## config.mk

```make
export PLATFORM = sky130hd
export DESIGN_NAME = bram_uart_sender
export DESIGN_NICKNAME = d
export VERILOG_FILES = /design/src/rtl/bram_uart_sender_pkg.sv /design/src/rtl/bram_uart_sender_uart_tx_byte.sv /design/src/rtl/bram_uart_sender.sv
export SDC_FILE = /design/constraint.sdc
export NUM_CORES = 1
export LEC_CHECK = 0
export CAP_MARGIN = 20
export CORE_UTILIZATION = 61
export CTS_CLUSTER_SIZE = 40
export DETAILED_ROUTE_END_ITERATION = 12
export PLACE_DENSITY = 0.95
export SKIP_LAST_GASP = 1
export SLEW_MARGIN = 25
export SYNTH_ARGS = -nofsm -noshare
export SYNTH_HDL_FRONTEND = slang
export SYNTH_HIERARCHICAL = 1
export SYNTH_SLANG_ARGS = --single-unit
```

## constraint.sdc

```tcl
create_clock -name clk -period 8.5 [get_ports clk]
set_input_delay 1.275 -clock clk [delete_from_list [all_inputs] [get_ports clk]]
set_output_delay 1.275 -clock clk [all_outputs]
set_load 0.1 [all_outputs]
```

## src/rtl/bram_uart_sender_pkg.sv

```systemverilog
// Shared constants for the frame-dump path: main FSM state codes, BRAM geometry
// and the sender's own sequencing states.
package bram_uart_sender_pkg;

  localparam logic [2:0] FSM_IDLE     = 3'd0;
  localparam logic [2:0] SEL_BKGD     = 3'd1;
  localparam logic [2:0] COLOR_EDITS  = 3'd2;
  localparam logic [2:0] ADD_EDITS    = 3'd3;
  localparam logic [2:0] SAVE_TO_BRAM = 3'd4;
  localparam logic [2:0] SEND_TO_PC   = 3'd5;

  localparam int BRAM_ADDR_W = 17;
  localparam int PIX_W       = 12;

  typedef enum logic [2:0] {
    S_IDLE,
    S_READ,
    S_LOAD,
    S_HI,
    S_LO,
    S_CK,
    S_DONE
  } tx_state_e;

endpackage

```

## src/rtl/bram_uart_sender_uart_tx_byte.sv

```systemverilog
// 8N1 byte serializer: one start bit, eight data bits LSB first, one stop bit,
// each held BAUD_DIV clocks. A new byte may be accepted on the byte_done cycle.
module uart_tx_byte #(
  parameter int BAUD_DIV = 564
) (
  input  logic       clk,
  input  logic       rst,
  input  logic       start,
  input  logic [7:0] data,
  output logic       tx,
  output logic       ready,
  output logic       byte_done
);

  localparam int CNT_W = $clog2(BAUD_DIV);

  logic             busy_q, busy_d;
  logic             tx_q, tx_d;
  logic [CNT_W-1:0] cnt_q, cnt_d;
  logic [3:0]       bits_q, bits_d;
  logic [8:0]       shift_q, shift_d;

  always_ff @(posedge clk or posedge rst) begin
    if (rst) begin
      busy_q  <= 1'b0;
      tx_q    <= 1'b1;
      cnt_q   <= '0;
      bits_q  <= '0;
      shift_q <= '0;
    end else begin
      busy_q  <= busy_d;
      tx_q    <= tx_d;
      cnt_q   <= cnt_d;
      bits_q  <= bits_d;
      shift_q <= shift_d;
    end
  end

  always_comb begin
    busy_d    = busy_q;
    tx_d      = tx_q;
    cnt_d     = cnt_q;
    bits_d    = bits_q;
    shift_d   = shift_q;
    ready     = !busy_q;
    byte_done = busy_q && (cnt_q == '0) && (bits_q == 4'd0);

    if (busy_q) begin
      if (cnt_q != '0) begin
        cnt_d = cnt_q - 1'b1;
      end else if (bits_q == 4'd0) begin
        busy_d = 1'b0;
      end else begin
        tx_d    = shift_q[0];
        shift_d = {1'b1, shift_q[8:1]};
        bits_d  = bits_q - 4'd1;
        cnt_d   = CNT_W'(BAUD_DIV - 1);
      end
    end

    // shift holds the eight data bits followed by the stop bit
    if (start && (ready || byte_done)) begin
      busy_d  = 1'b1;
      tx_d    = 1'b0;
      shift_d = {1'b1, data};
      bits_d  = 4'd9;
      cnt_d   = CNT_W'(BAUD_DIV - 1);
    end
  end

  assign tx = tx_q;

endmodule

```

## src/rtl/bram_uart_sender.sv

```systemverilog
// Streams the saved frame from BRAM to the PC on entry to SEND_TO_PC, two bytes
// per 12-bit pixel. Define TX_CHECKSUM_EN to append an XOR checksum byte.
module bram_uart_sender
  import bram_uart_sender_pkg::*;
#(
  parameter int ADDR_W    = BRAM_ADDR_W,
  parameter int NUM_WORDS = 76800,
  parameter int BAUD_DIV  = 564
) (
  input  logic              clk,
  input  logic              rst,
  input  logic [2:0]        fsm_state,
  output logic [ADDR_W-1:0] bram_addr,
  input  logic [PIX_W-1:0]  bram_dout,
  output logic              uart_tx,
  output logic              busy,
  output logic              done
);

  tx_state_e         state_q, state_d;
  logic [ADDR_W-1:0] addr_q, addr_d;
  logic [PIX_W-1:0]  word_q, word_d;
  logic              in5_q, pend_q, pend_d, abort_q, abort_d;
  logic              in5, edge_5, stop_req, last_word;
  logic              tx_start, tx_ready, tx_done;
  logic [7:0]        tx_data;
`ifdef TX_CHECKSUM_EN
  logic [7:0]        ck_q, ck_d;
`endif

  assign in5       = (fsm_state == SEND_TO_PC);
  assign edge_5    = in5 && !in5_q;
  assign stop_req  = abort_q || !in5;
  assign last_word = (addr_q == ADDR_W'(NUM_WORDS - 1));

  always_ff @(posedge clk or posedge rst) begin
    if (rst) begin
      state_q <= S_IDLE;
      addr_q  <= '0;
      word_q  <= '0;
      in5_q   <= 1'b0;
      pend_q  <= 1'b0;
      abort_q <= 1'b0;
`ifdef TX_CHECKSUM_EN
      ck_q    <= '0;
`endif
    end else begin
      state_q <= state_d;
      addr_q  <= addr_d;
      word_q  <= word_d;
      in5_q   <= in5;
      pend_q  <= pend_d;
      abort_q <= abort_d;
`ifdef TX_CHECKSUM_EN
      ck_q    <= ck_d;
`endif
    end
  end

  always_comb begin
    state_d  = state_q;
    addr_d   = addr_q;
    word_d   = word_q;
    abort_d  = abort_q;
    tx_start = 1'b0;
    tx_data  = 8'h00;
    // an entry edge seen while draining an aborted byte is kept for later
    pend_d   = in5 && (pend_q || edge_5);
`ifdef TX_CHECKSUM_EN
    ck_d     = ck_q;
`endif
    if (!in5 && state_q != S_IDLE && state_q != S_DONE) abort_d = 1'b1;

    case (state_q)
      S_IDLE: begin
        abort_d = 1'b0;
        if (in5 && (edge_5 || pend_q)) begin
          pend_d  = 1'b0;
          addr_d  = '0;
          state_d = S_READ;
`ifdef TX_CHECKSUM_EN
          ck_d    = '0;
`endif
        end
      end
      S_READ: state_d = stop_req ? S_IDLE : S_LOAD;
      S_LOAD: begin
        word_d  = bram_dout;
        state_d = stop_req ? S_IDLE : S_HI;
      end
      S_HI: begin
        if (tx_ready) begin
          if (stop_req) state_d = S_IDLE;
          else begin
            tx_start = 1'b1;
            tx_data  = {4'b0000, word_q[11:8]};
          end
        end else if (tx_done) begin
          if (stop_req) state_d = S_IDLE;
          else begin
            tx_start = 1'b1;
            tx_data  = word_q[7:0];
            state_d  = S_LO;
          end
        end
      end
      S_LO: begin
        if (tx_done) begin
          if (stop_req) state_d = S_IDLE;
          else if (last_word) begin
`ifdef TX_CHECKSUM_EN
            tx_start = 1'b1;
            tx_data  = ck_q;
            state_d  = S_CK;
`else
            state_d  = S_DONE;
`endif
          end else begin
            addr_d  = addr_q + 1'b1;
            state_d = S_READ;
          end
        end
      end
`ifdef TX_CHECKSUM_EN
      S_CK: if (tx_done) state_d = stop_req ? S_IDLE : S_DONE;
`endif
      S_DONE: if (!in5) state_d = S_IDLE;
      default: state_d = S_IDLE;
    endcase

`ifdef TX_CHECKSUM_EN
    if (tx_start) ck_d = ck_q ^ tx_data;
`endif
  end

  uart_tx_byte #(.BAUD_DIV(BAUD_DIV)) u_tx (
    .clk       (clk),
    .rst       (rst),
    .start     (tx_start),
    .data      (tx_data),
    .tx        (uart_tx),
    .ready     (tx_ready),
    .byte_done (tx_done)
  );

  assign bram_addr = addr_q;
  assign busy      = (state_q != S_IDLE) && (state_q != S_DONE);
  assign done      = (state_q == S_DONE);

endmodule

```

After elaboration in Yosys (flattened, before gate mapping)
Index checks and enable logic that the tools add are counted.
{"block": "op_classes", "addsub": 3, "n_eq_ne": 18, "n_mux": 49, "reduce_logical": 26}
{"cell": "two-way mux 17 bit", "count": 4}
{"cell": "two-way mux 10 bit", "count": 4}
{"cell": "two-way mux 9 bit", "count": 4}
{"cell": "case mux 17 bit (2 select lines)", "count": 1}
{"cell": "two-way mux 8 bit", "count": 4}
{"cell": "two-way mux 3 bit", "count": 9}
{"cell": "two-way mux 4 bit", "count": 5}
{"cell": "case mux 3 bit (6 select lines)", "count": 1}
{"cell": "adder 17 x 1 -> 17 bit, second input constant", "count": 1}
{"cell": "equality test 17 bit, second input constant", "count": 1}
{"cell": "two-way mux 1 bit", "count": 15}
{"cell": "!= test 2 bit, second input constant", "count": 7}
{"cell": "zero test 10 bit", "count": 1}
{"cell": "AND reduction 5 bit", "count": 2}
{"cell": "nonzero test 10 bit", "count": 1}
{"cell": "subtractor 10 x 1 -> 10 bit, second input constant", "count": 1}
{"cell": "equality test 3 bit, second input constant", "count": 3}
{"cell": "logical AND 1 bit", "count": 8}
{"cell": "equality test 3 x 2 -> 1 bit, second input constant", "count": 2}
{"cell": "!= test 3 x 2 -> 1 bit, second input constant", "count": 2}
{"cell": "!= test 3 bit, second input constant", "count": 2}
{"cell": "nonzero test 2 bit", "count": 3}
{"cell": "zero test 4 bit", "count": 1}
{"cell": "two-way mux 2 bit", "count": 2}
{"cell": "other kinds (8)", "count": 12}
{"block": "word_totals", "ff_bits": 60, "input_bits": 17, "wordCells": 107}

Depth between registers and ports, before layout
Gate-level depths: netlist of the first run.
{"block": "depth", "word_depth": 10, "ltp_mapped": 12}

Cells and area by module
The synthesis of the first run kept the hierarchy.
{"mod": "bram_uart_sender", "n_inst": 1, "cells_each": 220, "area_per_inst_um2": 2078.2, "seq_area_each_um2": 875.8}
{"mod": "uart_tx_byte", "n_inst": 1, "cells_each": 127, "area_per_inst_um2": 1330.0, "seq_area_each_um2": 626.9}

Worst setup path before layout of the first run
Ideal clock, no wire load.
{"block": "synth_path", "path_type": "in2reg", "startpoint": "input port fsm_state[1]", "endpoint": "register u_tx.bits_q[3]", "arrival_time_ns": 3.339, "required_ns": 8.435, "setup_slack_ns": 5.095, "path_stages": 6, "path_cell_list": "nor4bb_1 nand2_1 nor2_1 or3b_2 o41ai_4 or3_1"}
{"block": "synth_between", "elab_chain_len": 10}
{"item": "start, declared", "line": "bram_uart_sender.sv:12", "rtl": "input logic [2:0] fsm_state,"}
{"item": "equality test 3 bit *", "line": "bram_uart_sender.sv:31", "rtl": "assign in5 = (fsm_state == SEND_TO_PC);"}
{"item": "zero test 1 bit *"}
{"item": "logical OR 1 bit *", "line": "bram_uart_sender.sv:33", "rtl": "assign stop_req = abort_q || !in5;"}
{"item": "two-way mux 1 bit *", "line": "bram_uart_sender.sv:93, bram_uart_sender.sv:99"}
{"item": "two-way mux 1 bit", "line": "bram_uart_sender.sv:98", "rtl": "end else if (tx_done) begin"}
{"item": "two-way mux 1 bit *", "line": "bram_uart_sender.sv:92", "rtl": "if (tx_ready) begin"}
{"item": "two-way mux 1 bit *", "line": "bram_uart_sender.sv:74", "rtl": "case (state_q)"}
{"item": "named net tx_start", "line": "bram_uart_sender.sv:25", "rtl": "logic tx_start, tx_ready, tx_done;"}
{"item": "logical AND 1 bit *", "line": "bram_uart_sender_uart_tx_byte.sv:62", "rtl": "if (start && (ready || byte_done)) begin"}
{"item": "!= test 2 bit (no source line) or nonzero test 2 bit (tied branches)"}
{"item": "AND reduction 3 bit (no source line)"}
{"item": "end signal, assigned", "line": "bram_uart_sender_uart_tx_byte.sv:34", "rtl": "bits_q <= bits_d;"}
{"item": "end, declared", "line": "bram_uart_sender_uart_tx_byte.sv:20", "rtl": "logic [3:0] bits_q, bits_d;"}
Mark *: on every way through the listed nets, which the timed path passes. The rest lies on a longest branch.
A chain may end at the register's enable or synchronous reset.

Worst setup path after layout of the first run
{"block": "layout_path", "startpoint": "register state_q[2]", "endpoint": "output port done"}
{"block": "layout_between", "elab_chain_len": 1}
{"item": "start, declared", "line": "bram_uart_sender.sv:20", "rtl": "tx_state_e state_q, state_d;"}
{"item": "start signal, assigned", "line": "bram_uart_sender.sv:48", "rtl": "state_q <= state_d;"}
{"item": "equality test 3 bit", "line": "bram_uart_sender.sv:148", "rtl": "assign done = (state_q == S_DONE);"}
{"item": "end, declared", "line": "bram_uart_sender.sv:17", "rtl": "output logic done"}
Every way passes these cells.

==> out/metrics.yaml, run 1 <==
run:
  max_cap_violations: 0
worst_setup_path:
  path_max_fanout: 19
  r2r_cells: 10
  r2r_start: "u_tx/cnt_q[5]$_DFFE_PP0P_"
  cp-end-kind: "output pin"
  required_ps: 7220
  reg2reg_to: "u_tx/shift_q[4]$_DFFE_PP0P_"
  worstPathArrival_ps: 2480
  crit_path_start_kind: "flop"
  rrSetupSlack_ps: 4920
  critPathKind: "reg -> out"
place:
  dpl.hpwl_mm: 5.135
  gp_congestion: 0.8757
  place_inst: 438
  io_buffer_count: 36
cells_and_area:
  n_fill_cell: 334
  multi_input_area_um2: 1767
  area_delta_synth_final_pct: 18.43
  ff_latch_area_um2: 1503
  final_common_cell: "dfrtp_1"
  layout.nets: 399
  drive_gt1_share_pct: 13.02
  final_cell_mix: "dfrtp_1, clkdlybuf4s50_1, nand2_1, a21oi_1, nor2_1"
  fin_util_pct: 77.07
  antenna_cells: 0
  fin_cells: 454
detailed_routing:
  vias: 2915
  route.detailed.drc: 0
  dr.pass1.iters: 5
  wl_per_cell_um: 17.62
  via_per_inst: 6.421
  drtIter0Drc: 276
  wl_mm: 8.000
  final_antenna_net_count: 0
grt:
  antenna_found_initial: 0
  grt-ovfl-total: 0
  grt_max_degree: 36
  track_usage_pct: 27.98
  grt_pass1_vias: 2686
  grt_pass1_wl_mm: 12.92
synth:
  synth-seq-cells: 60
  synthArstFlopShare_pct: 100.0
  synth_fa_ha_area_share_pct: 1.101
  synth_top_family_by_area: "simple AND/OR/NAND/NOR gates"
  netlist_area_um2: 3408
  ys_warn_count: 6
  synth-compound-area-share_pct: 16.63
  synth_nets: 367
  synth.distinct_cells: 63
  yosys_most_used_dff: "dfrtp_1"
  synth_xor_area_share_pct: 0.5140
  synth_area_leaders: "dfrtp_1, mux2_2, mux2i_1"
  avgSynthCellArea_um2: 9.822
  muxShareOfSynthArea_pct: 9.655
  yosysTopAreaCell: "dfrtp_1"
  synth-edff-count: 0
  yosysSeqAreaShare_pct: 44.09
  synth_top_area_share_pct: 43.32
  synth_simple_gate_area_share_pct: 23.94
  syn_inst: 347
die:
  die_w_um: 76.75
  placementRows: 26
  io-pin-count: 37
  die_h_um: 76.75
  core_um2: 5238
  start_util_pct: 65.07
  dieArea_um2: 5891
power:
  internal_power_mw: 0.5085
  switching_share_pct: 25.73
  finalPower_mw: 0.6847
  power_frac_comb_pct: 10.3
  clkPwrFrac_pct: 45.2
  p_sw_mw: 0.1762
  cellPowerDensity_nw_per_um2: 169.6
  ir_drop_uv: 101.6
  seqPwrFrac_pct: 44.5
  power.leakage_nw: 1.750
clock_tree:
  cts.path.max_buffers: 2
  clock-root-buffer: "clkbuf_8"
  hold_buffers: 0
  cts.sinks: 60
  clk_pin_slew_ps: 70
  htree_levels: 3
  clock_latency_ps: 360
  tritoncts: "done"
  cts_resized: 0
  cts_buffers: 9
  postCtsSetupBuffers: 0
timing:
  relSlewSlack_pct: 32.16
  setup_violations: 0
  max_freq_mhz: 266.0
  finalMaxSlewViolations: 0
  hold_viol_final: 0
  grt_setup_unrepaired: "no"
  worst_pin_slew_ps: 1008
  clock_skew_ps: 13.50
  timing.final.crit_period_ps: 3759
  fin_setup_tns_ps: 0
  min_period_over_period_pct: 44.23
min_path:
  holdPathStages: 1
  hp-class: "reg -> reg"
  min_to: "u_tx/shift_q[8]$_DFFE_PP0P_"
  hold_path_startpoint: "u_tx/shift_q[8]$_DFFE_PP0P_"
run_status:
  status: "finished, final reports clean"
-- worst max path at each step --
stage                            from                          end  slack (ps)  cells past startpoint
2_1_floorplan            fsm_state[1]   u_tx/bits_q[3]$_DFFE_PP0P_        5100                      6
3_3_place_gp             fsm_state[2]   u_tx/bits_q[3]$_DFFE_PP0P_        4750                      8
3_5_place_dp             fsm_state[2]  u_tx/shift_q[7]$_DFFE_PP0P_        4640                      9
4_1_cts        state_q[2]$_DFFE_PP0P_                         done        4770                      2
5_1_grt        state_q[2]$_DFFE_PP0P_                         done        4700                      2
6_report       state_q[2]$_DFFE_PP0P_                         done        4740                      2
-- synth_stat cells, drive strengths merged (3+ instances only) --
library cell / n
dfrtp: 59
nand2: 34
a21oi: 25
nor2: 18
inv: 16
mux2i: 16
mux2: 15
nand2b: 15
o21ai: 13
clkbuf: 11
o31ai: 10
or4: 10
and3: 8
buf: 7
nand3: 7
nor4: 7
a211oi: 6
and2: 6
a32oi: 5
or3b: 5
nand3b: 4
nor3: 4
nor3b: 4
or2: 4
ha: 3
o211ai: 3
-- metrics by stage --
| stage | area, um2 | hold WS (ps) | worst slack, ps |
|---|---|---|---|
| 6_report | 4036 | 471.7 | 4741 |
| 5_1_grt | 4036 | 488.2 | 4696 |
| 2_1_floorplan | 3408 | 434.5 | 5095 |
| 4_1_cts | 4036 | 476.6 | 4770 |
| 3_5_place_dp | 3800 | 461.6 | 4644 |
| 3_3_place_gp | 3800 | 452.6 | 4753 |
-- power by group through the flow --
stage | combinational, mW | clock [mW] | sequential, mW
after detailed placement | 0.0705 | 0 | 0.309
after floorplan | 0.0277 | 0 | 0.330
final | 0.0707 | 0.309 | 0.305
after global placement | 0.0689 | 0 | 0.309
after CTS | 0.0712 | 0.308 | 0.304
after global routing | 0.0749 | 0.322 | 0.306
-- layout make-up --
class | count | share of cell area [%]
clock buffer | 13 | 4.185
clock inverter | 3 | 1.674
inverter | 16 | 1.488
multi-input combinational | 253 | 43.77
sequential | 60 | 37.23
tap | 70 | 2.170
timing repair buffer | 39 | 9.485
-- worst max-delay path: stages (launching register included) --
cell and delay (ps):
dfrtp_1 680, and3_1 300, clkdlybuf4s50_1 1150
-- state kept, by name (all words and copies together) (netlist names) --
| register | cells |
|---|---|
| abort_q | 1 |
| bram_addr | 17 |
| state_q | 3 |
| u_tx/cnt_q | 10 |
| in5_q | 1 |
| u_tx/bits_q | 4 |
| word_q | 12 |
| pend_q | 1 |
| u_tx/tx | 1 |
| u_tx/busy_q | 1 |
| u_tx/shift_q | 9 |
-- per-layer routing --
metal / vias to the layer above / GRT usage [%] / wire [um]
li1: 1340 / - / -
met1: 1421 / 36.14 / 3390
met2: 141 / 45.45 / 3943
met3: 13 / 7.262 / 573
met4: 0 / 9.615 / 93
met5: - / 0 / 0
-- cell families (layout without fill, tap and decap cells) --
kind of cell | count (synthesis) | count (layout)
mux | 31 | 31
simple gates | 137 | 137
flops | 60 | 60
xor+xnor | 2 | 2
fa+ha+maj | 3 | 3
buf+inv | 34 | 71
compound gates | 80 | 80
Note: power is estimated with default switching activity, not from simulation.
==> run 2: changes to the inputs <==
- CORE_UTILIZATION: 61 -> 57
- PLACE_DENSITY: 0.95 -> 0.92
- clock period: 8.5 -> 3.6 ns (I/O delays scaled with it)
==> out/metrics.yaml, run 2 (synthesis gave the netlist of run 1 again) <==
run_status:
  status: "finished, final reports clean"
worst_setup_path:
  worstPathArrival_ps: 3430  # +950 ps
  slowest_delay_ps: 530  # -620 ps
  critPathSlowestCell: "or3b_2"
  r2r_cells: 10  # unchanged
  critPathKind: "reg -> reg"
  cp.depth: 10  # +8
  path_delay_family: "simple AND/OR/NAND/NOR gates"
  r2r_start: "u_tx/cnt_q[5]$_DFFE_PP0P_"
  crit_path_start_kind: "flop"
  critPathLaunch: "u_tx/cnt_q[5]$_DFFE_PP0P_"
  crit_buf_inv: 1  # unchanged
  path_max_fanout: 10  # -9
  path_cells: "nor4_4 -> and4b_1 -> nor3b_1 -> buf_4 -> nor2_1 -> nor2_1 -> or3b_2 -> o41ai_4 -> a32oi_1 -> nand2_1"
  required_ps: 3890  # -3330 ps
  cp_common_cell: "nor2_1"
  cp-end-kind: "flop"
clock_tree:
  postCtsSetupBuffers: 0  # unchanged
  cts_resized: 0  # unchanged
  clock_latency_ps: 340  # -20 ps
  hold_buffers: 0  # unchanged
  htree_levels: 3  # unchanged
  clk_pin_slew_ps: 70  # about the same
  cts.sinks: 60  # unchanged
  cts_buffers: 9  # unchanged
  tritoncts: "done"
  cts.path.max_buffers: 2  # unchanged
  clock-root-buffer: "clkbuf_8"
detailed_routing:
  drtIter0Drc: 210  # -24%
  wl_per_cell_um: 16.91  # -4.0%
  via_per_inst: 6.341  # -1.2%
  vias: 2898  # -0.58%
  wl_mm: 7.730  # -3.4%
  final_antenna_net_count: 0  # unchanged
  route.detailed.drc: 0  # unchanged
  dr.pass1.iters: 5  # unchanged
grt:
  grt.met1_usage_pct: 34.28  # -1.9 points
  grt_pass1_vias: 2792  # +3.9%
  grt_pass1_wl_mm: 13.10  # +1.3%
  grtUsageMet3_pct: 6.667  # -0.60 points
  grt.met2_usage_pct: 44.14  # -1.3 points
  track_usage_pct: 27.04  # -0.94 points
  grt-ovfl-total: 0  # unchanged
  antenna_found_initial: 0  # unchanged
  grt_max_degree: 36  # unchanged
  grt-busiest-layer: "met2"
die:
  placementRows: 27  # +3.8%
  die_w_um: 79.33  # +3.4%
  die_h_um: 79.33  # +3.4%
  dieArea_um2: 6292  # +6.8%
  io-pin-count: 37  # unchanged
  core_um2: 5642  # +7.7%
  start_util_pct: 60.41  # -4.7 points
cells_and_area:
  final_cell_mix: "dfrtp_1, nand2_1, clkdlybuf4s50_1, a21oi_1, nor2_1"
  largest_register_ffs: 17  # unchanged
  layout.nets: 400  # +0.25%
  n_fill_cell: 386  # +16%
  drive_gt1_share_pct: 14.03  # +1.0 points
  antenna_cells: 0  # unchanged
  area_delta_synth_final_pct: 19.24
  final_common_cell: "dfrtp_1"
place:
  gp_congestion: 0.8321  # -5.0%
  dpl.hpwl_mm: 5.121  # -0.26%
  io_buffer_count: 36  # unchanged
min_path:
  holdPathStages: 1  # unchanged
  hp-class: "reg -> reg"
  hold_path_startpoint: "u_tx/shift_q[8]$_DFFE_PP0P_"
power:
  seqPwrFrac_pct: 43.1  # -1.4 points
  cellPowerDensity_nw_per_um2: 410.8  # +140%
  power_frac_comb_pct: 9.9  # -0.4 points
  clkPwrFrac_pct: 47.0  # +1.8 points
  power.leakage_nw: 1.773  # +1.3%
  p_sw_mw: 0.4162  # +140%
  ir_drop_uv: 325.0  # +220%
  switching_share_pct: 24.93  # -0.80 points
  internal_power_mw: 1.253  # +150%
timing:
  clock_skew_ps: 9.055  # -4.446 ps
  finalMaxSlewViolations: 0  # unchanged
  relSlewSlack_pct: 34.64  # +2.5 points
  grt_setup_unrepaired: "no"
  fin_setup_tns_ps: 0  # unchanged
  setup_violations: 0  # unchanged
  worst_pin_slew_ps: 977.3  # -31.05 ps
  min_period_over_period_pct: 87.22
  timing.final.crit_period_ps: 3140
  holdWs_ps: 486.7  # +15.08 ps
  hold_viol_final: 0  # unchanged
  max_freq_mhz: 318.5
run:
  max_cap_violations: 0  # unchanged
## run 2: per-layer routing
metal  up-vias  part of all wire [%]
li1       1348                     -
met1      1428                    43
met2       105                    50
met3        17                   5.5
met4         0                   1.8
met5         -                     0
## run 2: layout make-up
class	count	area, um2	share of cell area [%]
Clock buffer	11	151.4	3.725
Sequential cell	60	1503	36.98
Timing Repair Buffer	40	385.4	9.483
Tap cell	72	90.09	2.217
Inverter	16	60.06	1.478
Multi-Input combinational cell	253	1767	43.47
Clock inverter	5	107.6	2.648
## run 2: worst register-to-register path, stage by stage (launching register included)
cell and delay [ps]:
dfrtp_1 440, nor4_4 420, and4b_1 260, nor3b_1 190, buf_4 210, nor2_1 90, nor2_1 310, or3b_2 530
o41ai_4 430, a32oi_1 110, nand2_1 100
## run 2: stage by stage
| step | area, um2 | setup WS [ps] | power [mW] | util (%) | cells |
|---|---|---|---|---|---|
| finish | 4064 | 459.9 | 1.669 | 72.03 | 457 |
| global route | 4064 | 160.0 | 1.720 | 72.03 | 457 |
| CTS | 4064 | 511.1 | 1.678 | 72.03 | 457 |
| detailed placement | 3805 | 234.5 | 0.8971 | 67.44 | 441 |
| global placement | 3805 | 354.5 | 0.8923 | 67.44 | 441 |
| floorplan | 3408 | 685.7 | 0.8440 | - | 347 |
## run 2: power by group through the flow
| stage | sequential [mW] | combinational (mW) | clock, mW |
|---|---|---|---|
| floorplan | 0.778 | 0.0655 | 0 |
| global placement | 0.730 | 0.163 | 0 |
| detailed placement | 0.731 | 0.166 | 0 |
| CTS | 0.719 | 0.167 | 0.793 |
| global route | 0.722 | 0.176 | 0.821 |
| finish | 0.719 | 0.165 | 0.785 |
## run 2: path summary, 6_finish.rpt
check | endpoint | slack [ps]
worst min-delay path | u_tx/shift_q[8]$_DFFE_PP0P_ | 490
min in group asynchronous | word_q[4]$_DFFE_PP0P_ | 640
worst max-delay path | u_tx/shift_q[5]$_DFFE_PP0P_ | 460
max in group asynchronous | u_tx/shift_q[2]$_DFFE_PP0P_ | 2290
worst max register to register | u_tx/shift_q[5]$_DFFE_PP0P_ | 460
worst min register to register | u_tx/shift_q[8]$_DFFE_PP0P_ | 490
==> run 3: changes to the inputs <==
- GPL_TIMING_DRIVEN: unset -> 0
==> out/metrics.yaml, run 3 (synthesis gave the netlist of run 1 again) <==
clock_tree:
  clk_pin_slew_ps: 70  # about the same
  cts_buffers: 9  # unchanged
  clock-root-buffer: "clkbuf_8"
  clock_latency_ps: 350  # about the same
  htree_levels: 3  # unchanged
  hold_buffers: 0  # unchanged
  cts.path.max_buffers: 2  # unchanged
  tritoncts: "done"
  cts.sinks: 60  # unchanged
timing:
  fin_setup_tns_ps: 0  # unchanged
  relSlewSlack_pct: 32.83  # -1.8 points
  worst_pin_slew_ps: 1004  # +27.05 ps
  min_period_over_period_pct: 94.25  # +7.0 points
  timing.final.crit_period_ps: 3393  # +253.1 ps
  finalMaxSlewViolations: 0  # unchanged
  hold_viol_final: 0  # unchanged
  clock_skew_ps: 14.15  # +5.095 ps
  setup_violations: 0  # unchanged
  max_freq_mhz: 294.7  # -7.5%
cells_and_area:
  antenna_cells: 0  # unchanged
  final_cell_mix: "dfrtp_1, clkdlybuf4s50_1, nand2_1, a21oi_1, nor2_1"
  final_area_um2: 4068  # about the same
  drive_gt1_share_pct: 14.43  # +0.40 points
  fin_cells: 474  # +3.7%
  layout.nets: 417  # +4.3%
  fin_util_pct: 72.10  # about the same
  final_common_cell: "dfrtp_1"
  area_delta_synth_final_pct: 19.35  # about the same
  largest_register_ffs: 17  # unchanged
power:
  power.leakage_nw: 1.748  # -1.4%
  ir_drop_uv: 217.8  # -33%
  cellPowerDensity_nw_per_um2: 348.5  # -15%
  finalPower_mw: 1.418  # -15%
detailed_routing:
  vias: 2956  # +2.0%
  wl_mm: 8.083  # +4.6%
  final_antenna_net_count: 0  # unchanged
  via_per_inst: 6.236  # -1.7%
  wl_per_cell_um: 17.05  # +0.82%
  route.detailed.drc: 0  # unchanged
  dr.pass1.iters: 4  # -1
  drtIter0Drc: 234  # +11%
die:
  dieArea_um2: 6292  # unchanged
  core_um2: 5642  # unchanged
  start_util_pct: 60.41  # unchanged
  die_w_um: 79.33  # unchanged
  io-pin-count: 37  # unchanged
  die_h_um: 79.33  # unchanged
  placementRows: 27  # unchanged
grt:
  grt_max_degree: 36  # unchanged
  grt-ovfl-total: 0  # unchanged
  antenna_found_initial: 0  # unchanged
  grt_pass1_vias: 2959  # +6.0%
  grt_pass1_wl_mm: 13.46  # +2.8%
  track_usage_pct: 27.84  # +0.80 points
worst_setup_path:
  crit_path_start_kind: "flop"
  crit_buf_inv: 3  # +2
  path_delay_family: "simple AND/OR/NAND/NOR gates"
  slowest_delay_ps: 500  # -30 ps
  path_max_fanout: 10  # unchanged
  rrSetupSlack_ps: 210  # -250 ps
  path_cells: "nor4_4 -> and4b_1 -> buf_2 -> nor3b_1 -> clkbuf_4 -> nor2_1 -> nor2_2 -> or3b_2 -> o41ai_4 -> buf_4 -> a32oi_1 -> nand2_1"
  critPathSlowestCell: "or3b_2"
  critPathKind: "reg -> reg"
  worstPathArrival_ps: 3680  # +250 ps
  cp-end-kind: "flop"
  required_ps: 3890  # about the same
run:
  max_cap_violations: 0  # unchanged
place:
  dpl_cell_area_um2: 3859  # +1.4%
  gp_congestion: 0.8989  # +8.0%
  place_inst: 455  # +3.2%
  dpl.hpwl_mm: 5.538  # +8.1%
  io_buffer_count: 36  # unchanged
run_status:
  status: "finished, final reports clean"
min_path:
  hp-class: "reg -> reg"
-- run 3: changes by cell type in the layout (fill, tap and decap cells not counted), sizes merged --
| cell | change |
|---|---|
| clkinvlp | +3 |
| bufinv | -3 |
| clkdlybuf4s50 | +2 |
| clkinv | +2 |
| inv | -1 |
| buf | +3 |
| clkbuf | +11 |
-- run 3: worst register-to-register path: cells and delay by family (launching register included) --
| family | cells | cell delay (ps) |
|---|---|---|
| simple gates | 7 | 1810 |
| flops | 1 | 450 |
| buf+inv | 3 | 690 |
| compound gates | 2 | 390 |
-- run 3: worst paths after layout --
kind,depth (start not counted),from,endpoint
worst max-delay path,12,u_tx/cnt_q[4]$_DFFE_PP0P_,u_tx/shift_q[4]$_DFFE_PP0P_
worst min-delay path,1,u_tx/shift_q[8]$_DFFE_PP0P_,u_tx/shift_q[8]$_DFFE_PP0P_
worst max register to register,12,u_tx/cnt_q[4]$_DFFE_PP0P_,u_tx/shift_q[4]$_DFFE_PP0P_
worst min register to register,1,u_tx/shift_q[8]$_DFFE_PP0P_,u_tx/shift_q[8]$_DFFE_PP0P_
max in group asynchronous,2,rst,pend_q$_DFF_PP0_
min in group asynchronous,2,rst,u_tx/shift_q[5]$_DFFE_PP0P_
-- run 3: metrics by stage --
stage          setup slack (ps)  hold slack, ps
3_5_place_dp             -354.2           463.6
6_report                  206.9           478.9
3_3_place_gp             -229.3           455.1
5_1_grt                  -33.16           518.7
4_1_cts                   60.76           480.3
2_1_floorplan             685.7           434.5
-- run 3: where the power goes --
part	switching, mW	internal [mW]	leakage, nW
combinational	0.113	0.0577	0.887
sequential	0.0203	0.697	0.782
clock	0.282	0.248	0.0783
-- run 3: repair_timing --
item | in CTS | in global routing
buffers inserted | 0 | 3
endpoints found under the setup margin | 1 | 15
resized for setup | 1 | 2
pin swaps | 0 | 2
-- run 3: area by class of cell --
| cell class | count | area (um2) |
|---|---|---|
| clock inverter | 6 | 41.29 |
| fill | 407 | 1574 |
| multi-input combinational | 253 | 1782 |
| timing repair buffer | 39 | 382.9 |
| buffer | 18 | 81.33 |
| sequential | 60 | 1503 |
| tap | 72 | 90.09 |
| clock buffer | 10 | 127.6 |
| inverter | 16 | 60.06 |
-- run 3: layer usage --
metal	part of all wire, %	GRT usage, %	routed length, um
met1	44	33.56	3529
met2	50	46.81	4004
met3	4.1	6.207	329
met4	2.7	13.64	219
met5	0	0	0
